--- src/rtl/dmem_arbiter.sv ---
// Arbitrates one single-port data memory between the core LSU (c_*) and the loader (l_*).
// One command in flight at a time; read data returns a fixed MEM_LAT cycles after mem_en.
//
// state | meaning
// IDLE  | sample requests, pick a winner, present its command on mem_* next cycle
// ISSUE | mem_en and winner gnt high for one cycle; writes finish here
// WAIT  | count down read latency, capture mem_rdata on the last cycle
// RESP  | winner rvalid high for one cycle
module dmem_arbiter #(
  parameter int ADDR_W     = 32,
  parameter int DATA_W     = 32,
  parameter int MEM_LAT    = 1,
  parameter int FIXED_PRIO = 0
) (
  input  logic              clk,
  input  logic              reset,
  input  logic              c_req,
  input  logic              c_we,
  input  logic [ADDR_W-1:0] c_addr,
  input  logic [DATA_W-1:0] c_wdata,
  output logic              c_gnt,
  output logic              c_rvalid,
  output logic [DATA_W-1:0] c_rdata,
  input  logic              l_req,
  input  logic              l_we,
  input  logic [ADDR_W-1:0] l_addr,
  input  logic [DATA_W-1:0] l_wdata,
  output logic              l_gnt,
  output logic              l_rvalid,
  output logic [DATA_W-1:0] l_rdata,
  output logic              mem_en,
  output logic              mem_we,
  output logic [ADDR_W-1:0] mem_addr,
  output logic [DATA_W-1:0] mem_wdata,
  input  logic [DATA_W-1:0] mem_rdata,
  output logic              busy
);

  typedef enum logic [1:0] {IDLE, ISSUE, WAIT, RESP} state_t;

  localparam logic       ID_CORE  = 1'b0;
  localparam logic       ID_LDR   = 1'b1;
  localparam logic [2:0] CNT_INIT = 3'(MEM_LAT - 1);

  state_t     state;
  logic       lat_id;
  logic       lat_we;
  logic       last_gnt;
  logic [2:0] cnt;
  logic       pick_l;

  // Loader wins when alone, or on a round-robin tie when the core was served last.
  always_comb begin
    pick_l = l_req && (!c_req || (FIXED_PRIO == 0 && last_gnt == ID_CORE));
  end

  always_ff @(posedge clk or negedge reset) begin
    if (!reset) begin
      state     <= IDLE;
      lat_id    <= ID_CORE;
      lat_we    <= 1'b0;
      last_gnt  <= ID_LDR;
      cnt       <= '0;
      c_gnt     <= 1'b0;
      l_gnt     <= 1'b0;
      c_rvalid  <= 1'b0;
      l_rvalid  <= 1'b0;
      c_rdata   <= '0;
      l_rdata   <= '0;
      mem_en    <= 1'b0;
      mem_we    <= 1'b0;
      mem_addr  <= '0;
      mem_wdata <= '0;
      busy      <= 1'b0;
    end else begin
      c_gnt    <= 1'b0;
      l_gnt    <= 1'b0;
      c_rvalid <= 1'b0;
      l_rvalid <= 1'b0;
      mem_en   <= 1'b0;
      case (state)
        IDLE: begin
          if (c_req || l_req) begin
            lat_id    <= pick_l;
            last_gnt  <= pick_l;
            lat_we    <= pick_l ? l_we : c_we;
            mem_en    <= 1'b1;
            mem_we    <= pick_l ? l_we : c_we;
            mem_addr  <= pick_l ? l_addr : c_addr;
            mem_wdata <= pick_l ? l_wdata : c_wdata;
            c_gnt     <= !pick_l;
            l_gnt     <= pick_l;
            busy      <= 1'b1;
            state     <= ISSUE;
          end
        end
        ISSUE: begin
          if (lat_we) begin
            busy  <= 1'b0;
            state <= IDLE;
          end else begin
            cnt   <= CNT_INIT;
            state <= WAIT;
          end
        end
        WAIT: begin
          if (cnt == 3'd0) begin
            if (lat_id == ID_LDR) l_rdata <= mem_rdata;
            else                  c_rdata <= mem_rdata;
            c_rvalid <= (lat_id == ID_CORE);
            l_rvalid <= (lat_id == ID_LDR);
            state    <= RESP;
          end else begin
            cnt <= cnt - 3'd1;
          end
        end
        RESP: begin
          busy  <= 1'b0;
          state <= IDLE;
        end
        default: begin
          busy  <= 1'b0;
          state <= IDLE;
        end
      endcase
    end
  end

endmodule

--- config.mk ---
export PLATFORM = sky130hd
export DESIGN_NAME = dmem_arbiter
export DESIGN_NICKNAME = d
export VERILOG_FILES = /design/src/rtl/dmem_arbiter.sv
export SDC_FILE = /design/constraint.sdc
export NUM_CORES = 1
export LEC_CHECK = 0
export ABC_AREA = 1
export CAP_MARGIN = 10
export CORE_MARGIN = 3
export CORE_UTILIZATION = 41
export DETAILED_ROUTE_END_ITERATION = 7
export PLACE_DENSITY = 0.88
export SLEW_MARGIN = 20
export SYNTH_ARGS = -nofsm -noshare
export SYNTH_HDL_FRONTEND = slang
export SYNTH_SLANG_ARGS = --single-unit
export TNS_END_PERCENT = 10
--- constraint.sdc ---
create_clock -name clk -period 1.62 [get_ports clk]
set_input_delay 0.243 -clock clk [delete_from_list [all_inputs] [get_ports clk]]
set_output_delay 0.243 -clock clk [all_outputs]
set_load 0.05 [all_outputs]
# After elaboration in Yosys (flattened, before gate mapping)
# Index checks and enable logic that the tools add are counted.
# op_classes
addsub	1
mul	0
n_div	0
order_cmp	0
eq_ne	8
shift	0
mux	23
n_bitwise	2
n_reduce_logical	15
# op_table
op	n
$mux 32	2
$mux 1	13
$reduce_and 3->1	4
$ne 2x2->1 const B	5
$pmux 2 s4	1
$mux 2	3
$mux 3	2
$pmux 3 s2	1
$eq 2x2->1 const B	2
$reduce_and 2->1	2
$logic_not 3->1	1
$pmux 1 s3	1
$reduce_bool 3->1	1
$sub 3x1->3 const B	1
$eq 2x1->1 const B	1
$logic_not 1->1	2
$logic_not 2->1	1
$logic_or 1x1->1	2
$not 1->1	2
$reduce_bool 2->1	1
$logic_and 1x1->1	1
# totals
ff_bits	142
latchBits	0
ramBits	0
romBits	0
inputBits	166
output_inout_bits	135
word_cells	64
mem_count	0

# Depth between registers and ports, before layout
# depth
ltp_word	6
depth_mapped	9
ltp_nobuf	8

# Worst setup path before layout
# Ideal clock, no wire load.
# synth_path
path_type	register to register
start	register last_gnt
end	register lat_we
setup_time_ns	0.118
arrival_ns	1.172
required_time_ns	1.502
slack_ns	0.330
stages_incl_launch_ff	8
path_buffers	2
period_less_slack_ns	1.290
cell_sequence	dfstp_2 > nand2_1 > nand2_1 > buf_2 > buf_2 > nand2_1 > nand3_1 > nand2_1
# synth_via
elab_chain_cells	4
# synth_rtl
element	line_no	text
start: declaration	48	logic last_gnt;
start signal: assignment	85	last_gnt <= pick_l;
$not 1->1	54	pick_l = l_req && (!c_req || (FIXED_PRIO == 0 && last_gnt == ID_CORE));
$logic_or 1x1->1	54	
$logic_and 1x1->1	54	
$mux 1	86	lat_we <= pick_l ? l_we : c_we;
end signal: assignment	86	
end: declaration	47	logic lat_we;
# No other way between the ends.
# A chain may end at the register's enable or synchronous reset.

# Worst setup path after layout
# layout_path
start	register cnt[1]
end	register c_rdata[15]
# layout_via
elab_chain_cells	2
# layout_rtl
element	line_no	text
start: declaration	49	logic [2:0] cnt;
start signal: assignment	114	cnt <= cnt - 3'd1;
$logic_not 3->1	107	if (cnt == 3'd0) begin
$reduce_and 3->1 (no source line)	-	
end signal: assignment	109	else c_rdata <= mem_rdata;
end: declaration	23	output logic [DATA_W-1:0] c_rdata,
# No other way between the ends.

==> flow_summary_export.csv <==
group,metric,value,unit
run_status,outcome,"complete, no violations",
drt,drtPass1Iterations,4,
layout,diodes,0,
setup_path,crit_buf_inv,4,
sta,worst_pin_slew,480,ps
sta,fin_crit,1520,ps
layout,final_cell_mix,"nand2_1 (536), clkdlybuf4s50_1 (163), buf_4 (145)",
layout,final_nets,1296,
sta,hold_viol_final,0,
synth,syn_area,6350,µm²
global_route,grt_usage,23.3,%
placement,gp_congestion,0.827,
global_route,gr-total-overflow,0,
drt,drt_iter0_markers,376,
layout,multi_input_area,2490,µm²
sta,setup_tns,0,ps
setup_path,end_kind,"flip-flop",
pwr,internal_power,11.5,mW
sta,hold_ws,251,ps
global_route,grt_antenna_before_repair,0,
sta,fmax,656,MHz
pwr,powerDensity,2350,nW/µm²
floorplanning,fp-row-count,44,
layout,utilization,67.2,%
setup_path,cp_slowest_cell,"dfrtp_1",
global_route,grt_max_degree,66,
clocking,clk_pin_slew_worst_paths,60,ps
sta,fin_crit_sh,94.1,%
synth,yosysTopAreaCell,"dfrtp_1",
setup_path,critPathKind,"flip-flop to flip-flop",
floorplanning,io_pins,301,
layout,syn2layout_area_growth,57.1,%
setup_path,path_cells,"inv_1 > ha_1 > inv_1 > nor2_2 > nand2_2 > nor2_4 > buf_12 > buf_6 > nand2_1 > nand2_1",
placement,dpl.hpwl,14.5,mm
pwr,leakage,5.41,nW
synth,avgSynthCellArea,7.67,µm²
synth,synth_warnings,0,
setup_path,cp_max_fo,8,
setup_path,cp.required,1980,ps
synth,ys_seq_elements,142,
synth,synthCells,828,
pwr,switching_share,51.0,%
clocking,clock_path_buffers,2,
placement,io_buffer_count,300,
setup_path,slowest_delay,360,ps
layout,seq_area,3550,µm²
drt,ant_nets,0,
synth,synth_cell_types,18,
drt,vias_per_cell,4.84,
global_route,first_global_vias,6230,
sta,setup_slack,95.2,ps
synth,synth-seq-area-share,56.0,%
clocking,clkLatencyLatePin,420,ps
synth,synthTopCellsByArea,"dfrtp_1 (56%), nand2_1 (32%), nand3_1 (5.4%)",
clocking,htreeDepth,4,
sta,slew_violations,0,
pwr,netSwitchingPower,12.0,mW
drt,drc_errors,0,
global_route,grt_pass1_wl,31.2,mm
floorplanning,die_w,130,µm
pwr,comb_power_share,57.5,%
setup_path,cp_top_family,"simple AND/OR/NAND/NOR gates",
floorplanning,dieHeight,130,µm
setup_path,cp.arrival,1880,ps
drt,via_count,6409,
sta,relSlewSlack,68.0,%
pwr,vdd_drop_max,1.29,mV
sta,skew,11.7,ps
floorplanning,dieArea,17000,µm²
min_path,min_path_type,"input port to async pin",
setup_path,start_kind,"flip-flop",
placement,dp_slack,23.2,ps
drt,met1_length,8.08,mm
floorplanning,core,14900,µm²
drt,topRoutingLayerUsed,"met4",
pwr,pwr-share-clk,15.7,%
layout,fillers,1193,
flow_run,drv_cap,0,
drt,met2_length,10.2,mm
pwr,sequentialPowerShare,26.8,%
clocking,cts-root-buf,"clkbuf_16",
clocking,cts_tree,"built",
synth,syn-num-nets,996,
layout,final_common_cell,"nand2_1",
drt,post_drt_wl_per_cell,15.4,µm
synth,yosysTopAreaCellShare,55.5,%
clocking,clock-sinks,142,
drt,routed_wl,20.5,mm
clocking,cts_inserted_buffers,17,
drt,wl_met3,1.48,mm
sta,setup_violations,0,
layout,drive_gt1_share,18.2,%
floorplanning,start_util,42.7,%
## cell usage after synthesis
cell type,count
nand3b_1,1
clkbuf_1,7
o21ai_0,3
inv_1,12
dfrtp_1,141
ha_1,2
dfstp_2,1
nor2_2,1
buf_6,1
inv_2,3
nor2_1,7
nor2_4,3
nand2_2,1
buf_1,1
nand3_1,68
buf_4,12
nand2_1,538
buf_2,26
## power by group through the flow
stage	clock (mW)	sequential, mW	combinational, mW
after floorplan	0	11.8	3.26
after global placement	0	6.26	13.1
after detailed placement	0	6.27	13.3
after CTS	3.76	6.28	13.3
after global routing	3.92	6.47	14.4
final	3.69	6.30	13.5
## layer usage
| metal | vias to the layer above | GRT usage (%) |
|---|---|---|
| li1 | 3133 | - |
| met1 | 2963 | 27.7 |
| met2 | 264 | 40.3 |
| met3 | 49 | 5.73 |
| met4 | 0 | 9.98 |
| met5 | - | 0 |
## sequential cells by signal, summed over array words and instances (netlist names), named ones only
signal,flops
last_gnt,1
l_rvalid,1
lat_we,1
l_gnt,1
c_gnt,1
c_rdata,32
l_rdata,32
mem_addr,32
state,1
cnt,3
mem_wdata,32
mem_en,1
c_rvalid,1
busy,1
lat_id,1
## metrics by stage
step                      instances  area [µm²]  power, mW
after CTS                      1320        9870       23.4
after detailed placement       1287        9300       19.6
after global routing           1325        9980       24.8
final                          1325        9980       23.5
after global placement         1287        9300       19.3
after floorplan                 828        6350       15.0
## final cells by class
| type | count | area share [%] |
|---|---|---|
| Sequential cell | 142 | 35.6 |
| Timing Repair Buffer | 328 | 31.0 |
| Multi-Input combinational cell | 624 | 24.9 |
| Clock buffer | 18 | 4.30 |
| Tap cell | 184 | 2.31 |
| Clock inverter | 14 | 1.32 |
| Inverter | 15 | 0.564 |
## repair_timing
action	4_1_cts	5_1_grt
setup buffers	0	1
gates resized for setup	0	2
endpoints found under the hold margin	110	0
hold buffers	1	0
setup endpoints to repair	0	6
## cell families (layout without fill, tap and decap cells)
kind of cell / count (synthesis) / count (layout) / share of synthesized area, %
fa+ha+maj: 2 / 2 / 0.394
simple gates: 619 / 619 / 38.4
compound gates: 3 / 3 / 0.236
buf+inv: 62 / 375 / 5.00
flops: 142 / 142 / 56.0
## path summary, 6_finish.rpt
check / startpoint / endpoint / slack (ps) / cells past startpoint
max: cnt[1] / c_rdata[15] / 100 / 10
min: reset / c_rdata[27] / 250 / 2
max reg2reg: cnt[1] / c_rdata[15] / 100 / 10
min reg2reg: last_gnt / last_gnt / 480 / 2
max in group asynchronous: reset / last_gnt / 840 / 3
min in group clk: l_req / mem_wdata[18] / 250 / 5
No activity file was read; power rests on OpenSTA's default activity.
